--- config.mk ---
export PLATFORM = sky130hd
export DESIGN_NAME = card_dealer
export DESIGN_NICKNAME = d
export VERILOG_FILES = /design/src/rtl/card_dealer.sv
export SDC_FILE = /design/constraint.sdc
export NUM_CORES = 1
export LEC_CHECK = 0
export CORE_UTILIZATION = 50
export DETAILED_ROUTE_END_ITERATION = 7
export PLACE_DENSITY_LB_ADDON = 0.2
export SYNTH_ARGS = -nofsm -noshare
export SYNTH_HDL_FRONTEND = slang
export SYNTH_SLANG_ARGS = --single-unit
--- constraint.sdc ---
create_clock -name clock -period 3.5 [get_ports clock]
set_input_delay 0.35 -clock clock [delete_from_list [all_inputs] [get_ports clock]]
set_output_delay 0.35 -clock clock [all_outputs]
set_load 0.01 [all_outputs]
--- src/rtl/card_dealer.sv ---
// card_dealer: LFSR-driven card draw from an infinite or finite deck with rejection sampling
module card_dealer #(
    parameter int          CARD_W    = 4,
    parameter int          RANK_MAX  = 10,
    parameter int          COPIES    = 4,
    parameter logic [15:0] SEED      = 16'hACE1,
    parameter int          MAX_TRIES = 64
) (
    input  logic                                     clock,
    input  logic                                     reset,
    input  logic                                     req,
    input  logic [CARD_W-1:0]                        lo,
    input  logic [CARD_W-1:0]                        hi,
    input  logic                                     no_replace,
    input  logic                                     shuffle,
    output logic                                     ready,
    output logic                                     valid,
    output logic [CARD_W-1:0]                        card,
    output logic                                     err,
    output logic [$clog2(RANK_MAX*COPIES+1)-1:0]     remaining
);
    localparam int CNT_W = $clog2(COPIES + 1);
    localparam int TRY_W = $clog2(MAX_TRIES + 1);
    localparam int REM_W = $clog2(RANK_MAX * COPIES + 1);
    localparam int NR    = 2 ** CARD_W;
    localparam logic [REM_W-1:0]  FULL = REM_W'(RANK_MAX * COPIES);
    localparam logic [CARD_W-1:0] RMAX = CARD_W'(RANK_MAX);
    localparam logic [1:0] IDLE  = 2'd0;
    localparam logic [1:0] CHECK = 2'd1;
    localparam logic [1:0] DRAW  = 2'd2;

    logic [1:0]        state;
    logic [15:0]       lfsr;
    logic [15:0]       lfsr_next;
    logic [CARD_W-1:0] lo_q;
    logic [CARD_W-1:0] hi_q;
    logic              nr_q;
    logic [TRY_W-1:0]  tries;
    logic [CNT_W-1:0]  cnt [1:RANK_MAX];
    logic [NR-1:0]     elig;
    logic [CARD_W-1:0] low;
    logic [CARD_W-1:0] cand;
    logic [CARD_W-1:0] pick;
    logic              hit;
    logic              take;
    logic              bad;

    // a rank is eligible if it is legal, inside the captured bounds and (in finite mode) still in the deck
    for (genvar g = 0; g < NR; g++) begin : g_elig
        if (g >= 1 && g <= RANK_MAX) begin : g_rank
            assign elig[g] = lo_q <= CARD_W'(g) && CARD_W'(g) <= hi_q && (!nr_q || cnt[g] != '0);
        end else begin : g_none
            assign elig[g] = 1'b0;
        end
    end

    // lowest eligible rank is the fallback once rejection sampling gives up
    always_comb begin
        low = '0;
        for (int i = NR - 1; i >= 0; i--) low = elig[i] ? CARD_W'(i) : low;
    end

    // candidate selection, LFSR step and the illegal/empty request test
    always_comb begin
        lfsr_next = {1'b0, lfsr[15:1]} ^ (lfsr[0] ? 16'hB400 : 16'h0000);
        cand      = lfsr[CARD_W-1:0];
        hit       = elig[cand];
        take      = state == DRAW && (hit || tries == TRY_W'(MAX_TRIES - 1));
        pick      = hit ? cand : low;
        bad       = lo_q == '0 || lo_q > hi_q || hi_q > RMAX || !(|elig);
        ready     = state == IDLE;
    end

    // FSM, deck bookkeeping and result register
    always_ff @(posedge clock) begin
        if (reset) begin
            state     <= IDLE;
            valid     <= 1'b0;
            err       <= 1'b0;
            card      <= '0;
            lfsr      <= SEED;
            tries     <= '0;
            lo_q      <= '0;
            hi_q      <= '0;
            nr_q      <= 1'b0;
            remaining <= FULL;
            for (int r = 1; r <= RANK_MAX; r++) cnt[r] <= CNT_W'(COPIES);
        end else begin
            lfsr  <= lfsr_next;
            valid <= 1'b0;
            if (state == IDLE) begin
                if (shuffle) begin
                    remaining <= FULL;
                    for (int r = 1; r <= RANK_MAX; r++) cnt[r] <= CNT_W'(COPIES);
                end else if (req) begin
                    lo_q  <= lo;
                    hi_q  <= hi;
                    nr_q  <= no_replace;
                    state <= CHECK;
                end
            end else if (state == CHECK) begin
                tries <= '0;
                if (bad) begin
                    valid <= 1'b1;
                    err   <= 1'b1;
                    card  <= '0;
                    state <= IDLE;
                end else begin
                    state <= DRAW;
                end
            end else if (state == DRAW) begin
                if (take) begin
                    valid <= 1'b1;
                    err   <= 1'b0;
                    card  <= pick;
                    state <= IDLE;
                    if (nr_q) begin
                        remaining <= remaining - REM_W'(1);
                        for (int r = 1; r <= RANK_MAX; r++)
                            if (pick == CARD_W'(r)) cnt[r] <= cnt[r] - CNT_W'(1);
                    end
                end else begin
                    tries <= tries + TRY_W'(1);
                end
            end else begin
                state <= IDLE;
            end
        end
    end
endmodule

Yosys cells after proc, flatten, opt, wreduce, memory -nomap -nowiden
Memory sizes are Yosys's and may differ from the RTL's. Index checks and enable logic that the tools add are counted.

Add/subtract/negate cells: 12. Magnitude comparators: 23. Equality and inequality tests: 20. Multiplexer cells: 148. Bitwise logic cells: 23. Reductions and logical operators: 61.

Operators with widths (count): $mux W1 (95); $mux W3 (20); $mux W4 (15); $mux W6 (6); $reduce_bool A3 Y1 (10); $sub A3 B1 Y3 const B (10); $logic_and A1 B1 Y1 (21); $mux W7 (3); $or A1 B1 Y1 (20); $eq A4 B3 Y1 const B (4); $le A3 B4 Y1 const A (4); $le A4 B3 Y1 const B (4); $mux W16 (1); $xor A15 B16 Y16 (1); $logic_or A1 B1 Y1 (14); $mux W2 (7); $eq A4 B4 Y1 const B (3); $le A4 B4 Y1 const A (3); $le A4 B4 Y1 const B (3); $ne A2 B2 Y1 const B (5); $reduce_bool A2 Y1 (5); $reduce_or A10 Y1 (1); $reduce_and A3 Y1 (3); $eq A4 B2 Y1 const B (2); 23 further kinds (27).

Flip-flop bits (word level): 46. Memory bits (writable): 30. Input bits: 13. Output and inout port bits: 13. Logic and storage cells: 298. Memories kept: 1.

Memory list: cnt (words 10, bits a word 3, read ports 10, clocked after memory_dff 0, wr ports 10, RTL line 39) `logic [CNT_W-1:0] cnt [1:RANK_MAX];`.

Logic depth before layout (Yosys ltp)
Gate-level depths: netlist of the first run. An unclocked memory read counts as a cell.

Depth in word-level cells: 25. Gate-level depth with buffers: 11. Gate-level depth less buffers: 9.

Worst setup path after synthesis of the first run
Ideal clock, no wire load.

Path kind: register to register. From: reg, netlist name cnt[0][18]. To: reg, netlist name cnt[0][21]. Setup time: 344 ps. Arrival time: 2536 ps. Required time: 3156 ps. Path slack: 620 ps. Stages on the path, launching flop included: 11. Buffers on the path: 2. Period minus slack after synthesis: 2880 ps. Cells stage by stage: edfxtp_1 inv_1 ha_1 and3b_1 o41ai_1 or4b_1 buf_2 a22oi_2 buf_2 mux2_2 o21ai_0.

==> results of run 1 <==
[cells by family after synthesis]
logic type      synth area share
mux                      0.01900
compound gates            0.1431
buf+inv                  0.05031
fa+ha+maj                0.08664
xor+xnor                 0.03521
flops                     0.4069
simple gates              0.2588
[state kept, by name (all words and copies together) (netlist names)]
| signal | count |
|---|---|
| lo_q | 4 |
| valid | 1 |
| tries | 7 |
| nr_q | 1 |
| state | 2 |
| remaining | 6 |
| err | 1 |
| cnt | 30 |
| lfsr | 16 |
| card | 4 |
| hi_q | 4 |
[layout make-up]
type                       instances  area [um^2]
fill                             791         3623
tap                              108        135.1
clock buffer                      10        137.6
multi-input combinational        363         2430
sequential                        76         1822
clock inverter                     6        92.59
timing repair buffer              34        317.8
inverter                          32        120.1
[worst max-delay path, stage by stage, from the launching register on]
cell and delay (ns):
dfxtp_1 0.65, and3b_1 0.31, nor4_1 0.08, or4b_1 0.55
a22oi_2 0.41, mux2_2 0.42, o21ai_0 0.38
[power by group]
part / total, uW / internal, uW / switching, uW
logic: 357 / 158 / 199
registers: 1000 / 961 / 39.2
clock network: 772 / 428 / 344
[layer usage]
metal | global-route usage | vias up | routed length [um]
met5 | 0 | - | 0
met1 | 0.2863 | 1698 | 4537
met2 | 0.3445 | 62 | 4479
li1 | - | 1781 | -
met4 | 0.1056 | 0 | 303
met3 | 0.03251 | 23 | 313
[worst max-delay path by stage]
stage | startpoint | endpoint | depth (start not counted)
floorplan | cnt[0][18] | cnt[0][21] | 10
global placement | nr_q | cnt[0][21] | 6
detailed placement | nr_q | cnt[0][22] | 6
CTS | nr_q | cnt[0][21] | 6
global route | lo_q[1] | cnt[0][15] | 7
finish | nr_q | cnt[0][21] | 6
[cell usage in the layout (no fill, tap or decap), types with 10 or more instances in the layout]
master,Yosys,final
or2_2,11,11
nand2b_1,18,18
clkbuf_8,0,10
ha_1,31,31
nand2_1,53,53
nor3_1,16,16
edfxtp_1,30,30
o21ai_0,18,18
nor2_1,41,41
a21oi_1,24,24
dfxtp_1,46,46
xnor2_1,16,16
clkdlybuf4s50_1,0,25
nor2b_1,14,14
inv_1,32,32
[per-stage QoR]
stage / setup WS, ns / instance area (um^2)
after floorplan: 0.6202 / 4477
after detailed placement: 0.3856 / 4825
after global placement: 0.4418 / 4825
after CTS: 0.3715 / 5055
final: 0.3611 / 5055
after global routing: 0.08947 / 5055
==> flow_summary.ini, run 1 <==
[status]
outcome = finished clean

[synth]
syn-num-nets = 536
synth_flop_cell = dfxtp_1
avgSynthCellArea_um2 = 9.099
async_flop_share = 0
netlist_area_um2 = 4477
ys_seq_elements = 76
synth_commonest_cells = 53 x nand2_1, 46 x dfxtp_1, 41 x nor2_1
ys_warn_count = 0
synthCells = 492
synth_area_leaders = dfxtp_1 21%, edfxtp_1 20%, ha_1 8.7%, nand2_1 4.4%, nor2_1 3.4%
synth_most_common_cell = nand2_1
synth_top_area_cell = dfxtp_1
synth-edff-count = 30
synthDistinctLibCells = 64
ys_seq_area_frac = 0.4069
yosysTopAreaCellShare = 0.2057

[worst_setup_path]
crit_fanout = 12
r2r_start = nr_q
r2r-end = cnt[0][21]
path_class = reg2reg
required_ns = 3.50
cp.arrival_ns = 3.14
worstSetupEndpointType = flop
worstRegToRegCells = 6
startpoint_type = flop
regToRegSetupSlack_ns = 0.36

[clock_tree]
clk_path_buf_depth = 2
cts_setup_buffers = 0
path_clk_slew_ns = 0.08
clk_latency_ns = 0.36
cts_htree_levels = 3
cts_tree = built
cts_sinks = 76
cts_resized = 0
cts_inserted_buffers = 9
cts_hold_buf = 0
cts_root_buf = clkbuf_8

[die]
io_pins = 26
rows = 34
dieArea_um2 = 9336
coreArea_um2 = 8678
dieHeight_um = 96.63
die_x_um = 96.63
start_util = 0.5159

[finish]
syn2layout_area_growth_pct = 12.91
fin_nets = 560
fin_util = 0.5825
diodes = 0
layoutNonFillerInstCount = 629
drive_gt1_frac = 0.1017

[drt]
vias = 3564
drt_pass1_iterations = 4
ant_nets = 0
wl_per_cell_um = 15.32
drt-initial-drc-count = 173
vias_per_cell = 5.666
drc = 0
routed_wl_um = 9634

[sta]
slew_viol_final = 0
worst_pin_slew_ns = 0.9767
clock.fmax_ghz = 0.3186
slew_headroom = 0.3489
fin_hold_ws_ns = 0.4192
rsz0062_at_grt = false
setup_violations = 0
hold_viol = 0
final.setup.tns_ns = 0
fin_crit_sh = 0.8968
skew_ns = 0.02021
final.min_clock_period_ns = 3.139

[flow_run]
drv_cap = 0

[placement]
io_buffers = 25
gp_congestion = 0.8887
dp_cells = 613
dpl.hpwl_um = 7184

[grt]
grt_pass1_wl_um = 16330
grt_pass1_vias = 3397
grt_overflow_total = 0
grt_start_max_net_pins = 51
antenna_found_initial = 0
track_usage = 0.2159

[pwr]
power_density_nw_per_um2 = 421.2
power_uw = 2129
vdd_drop_max_uv = 381.2
leakage_uw = 0.001858

[hold_path]
hold_class = reg2reg
hold_end = lfsr[5]
hp-start = lfsr[6]
whs_path_depth = 1
Note: power is estimated with default switching activity, not from simulation.
==> inputs of run 2 (changes only) <==
- SETUP_SLACK_MARGIN: unset -> 0.2
- SLEW_MARGIN: unset -> 15
==> run 2 against run 1 <==
  * Cell count unchanged
  * Largest cell class unchanged
  * Maximum frequency up 2.2%
  * Combinational power hardly changed
  * Cell area is 0.15% higher
  * Hold slack unchanged
  * Routed wire length is 0.32% higher
  * Global-route usage unchanged
  * Clock skew about the same
  * Sequential power is essentially flat
  * First-iteration DRC count grew 9.8%
==> flow_summary.ini, run 2 (synthesis results as in run 1) <==
[clock_tree]
clk_path_buf_depth = 2
cts_hold_buf = 0
cts_tree = built
clk_latency_ns = 0.36
cts_root_buf = clkbuf_8
cts_inserted_buffers = 9
path_clk_slew_ns = 0.10
cts_htree_levels = 3
cts_sinks = 76

[sta]
worst_pin_slew_ns = 0.9577
hold_viol = 0
skew_ns = 0.01986
rsz0062_at_grt = false
setup_violations = 0
final.setup.tns_ns = 0
clock.fmax_ghz = 0.3257
slew_headroom = 0.3615
slew_viol_final = 0
final.min_clock_period_ns = 3.070
fin_crit_sh = 0.8772

[hold_path]
hp-start = lfsr[6]
hold_class = reg2reg

[die]
dieArea_um2 = 9336
start_util = 0.5159
coreArea_um2 = 8678
rows = 34
dieHeight_um = 96.63
die_x_um = 96.63
io_pins = 26

[worst_setup_path]
cp.arrival_ns = 3.08
critical-path-max-stage-delay_ns = 0.60
path_buf_inv = 1
crit_fanout = 8
required_ns = 3.51
crit_family = compound AO/OA/AOI/OAI gates
r2r_start = cnt[0][18]
crit_path_cell_trace = inv_1, ha_1, and3b_1, o41ai_1, or4b_1, a22oi_2, mux2_2, o21ai_0
startpoint_type = flop
startpoint = cnt[0][18]
slowest_stage = or4b_1
worstSetupEndpointType = flop
path_class = reg2reg

[drt]
drt-initial-drc-count = 190
drt_pass1_iterations = 4
wl_per_cell_um = 15.37
routed_wl_um = 9665
ant_nets = 0
vias = 3596
drc = 0
vias_per_cell = 5.717

[pwr]
power.internal_uw = 1548
seq_power_share = 0.469
swShare = 0.2742
clockPowerShare = 0.362
vdd_drop_max_uv = 381.3
power_density_nw_per_um2 = 421.2
leakage_uw = 0.001858
power.share.combinational = 0.168
p_sw_uw = 584.6

[finish]
syn2layout_area_growth_pct = 13.08
drive_gt1_frac = 0.1075
layout_common_cells = 53 x nand2_1, 44 x dfxtp_1, 41 x nor2_1, 32 x inv_1, 31 x ha_1
fin_util = 0.5833
regMostFlops = cnt
final_common_cell = nand2_1
diodes = 0
reg_top3 = cnt: 30 flops, lfsr: 16 flops, tries: 7 flops
largest_reg_flops = 30
fin_nets = 560

[grt]
grt_overflow_total = 0
grt_pass1_vias = 3397
grt_pass1_wl_um = 16330
antenna_found_initial = 0
grt_start_max_net_pins = 51
track_usage = 0.2159

[status]
outcome = finished clean

[flow_run]
drv_cap = 0

[placement]
gp_congestion = 0.8887
dpl.hpwl_um = 7184
io_buffers = 25
## run 2: worst reg2reg max path, cell delays in order (launching register included)
cell and delay (ns):
edfxtp_1 0.40, inv_1 0.09, ha_1 0.17, and3b_1 0.18, o41ai_1 0.08, or4b_1 0.60
a22oi_2 0.41, mux2_2 0.42, o21ai_0 0.37
## run 2: path summary, 6_finish.rpt
check / cells after the start / slack (ns) / to
setup / recovery: 8 / 0.43 / cnt[0][22]
hold / removal: 1 / 0.42 / lfsr[5]
setup reg to reg: 8 / 0.43 / cnt[0][22]
hold reg to reg: 1 / 0.42 / lfsr[5]
## run 2: layer usage
| layer | up-vias | part of all wire | GRT usage |
|---|---|---|---|
| met2 | 66 | 0.46 | 0.3445 |
| li1 | 1783 | - | - |
| met4 | 0 | 0.032 | 0.1056 |
| met1 | 1724 | 0.48 | 0.2863 |
| met3 | 23 | 0.030 | 0.03251 |
| met5 | - | 0 | 0 |
## run 2: power groups by stage
stage,registers (uW),clock network [uW],logic (uW)
4_1_cts,1000,786,357
6_report,1000,772,359
5_1_grt,1010,820,401
3_3_place_gp,1020,0,349
3_5_place_dp,1020,0,354
2_1_floorplan,1000,0,261
## run 2: stage by stage
step	area (um^2)	power [uW]	hold slack, ns	worst slack (ns)	instances
final	5062	2132	0.4192	0.4297	629
after global routing	5062	2228	0.4361	0.2257	629
after CTS	5055	2144	0.4260	0.3715	629
after detailed placement	4825	1375	0.3978	0.3856	613
after global placement	4825	1368	0.3949	0.4418	613
after floorplan	4477	1265	0.3895	0.6202	492
## run 2: cell type report
cell class / instances / area [um^2]
Multi-Input combinational cell: 363 / 2435
Clock buffer: 10 / 137.6
Tap cell: 108 / 135.1
Clock inverter: 6 / 92.59
Timing Repair Buffer: 34 / 317.8
Inverter: 32 / 120.1
Fill cell: 791 / 3616
Sequential cell: 76 / 1824
## run 2: what timing repair did
item | CTS | global route
setup endpoints to repair | 0 | 14
gates resized for setup | 0 | 5
buffers inserted | 0 | 0
endpoints found under the hold margin | 0 | 0
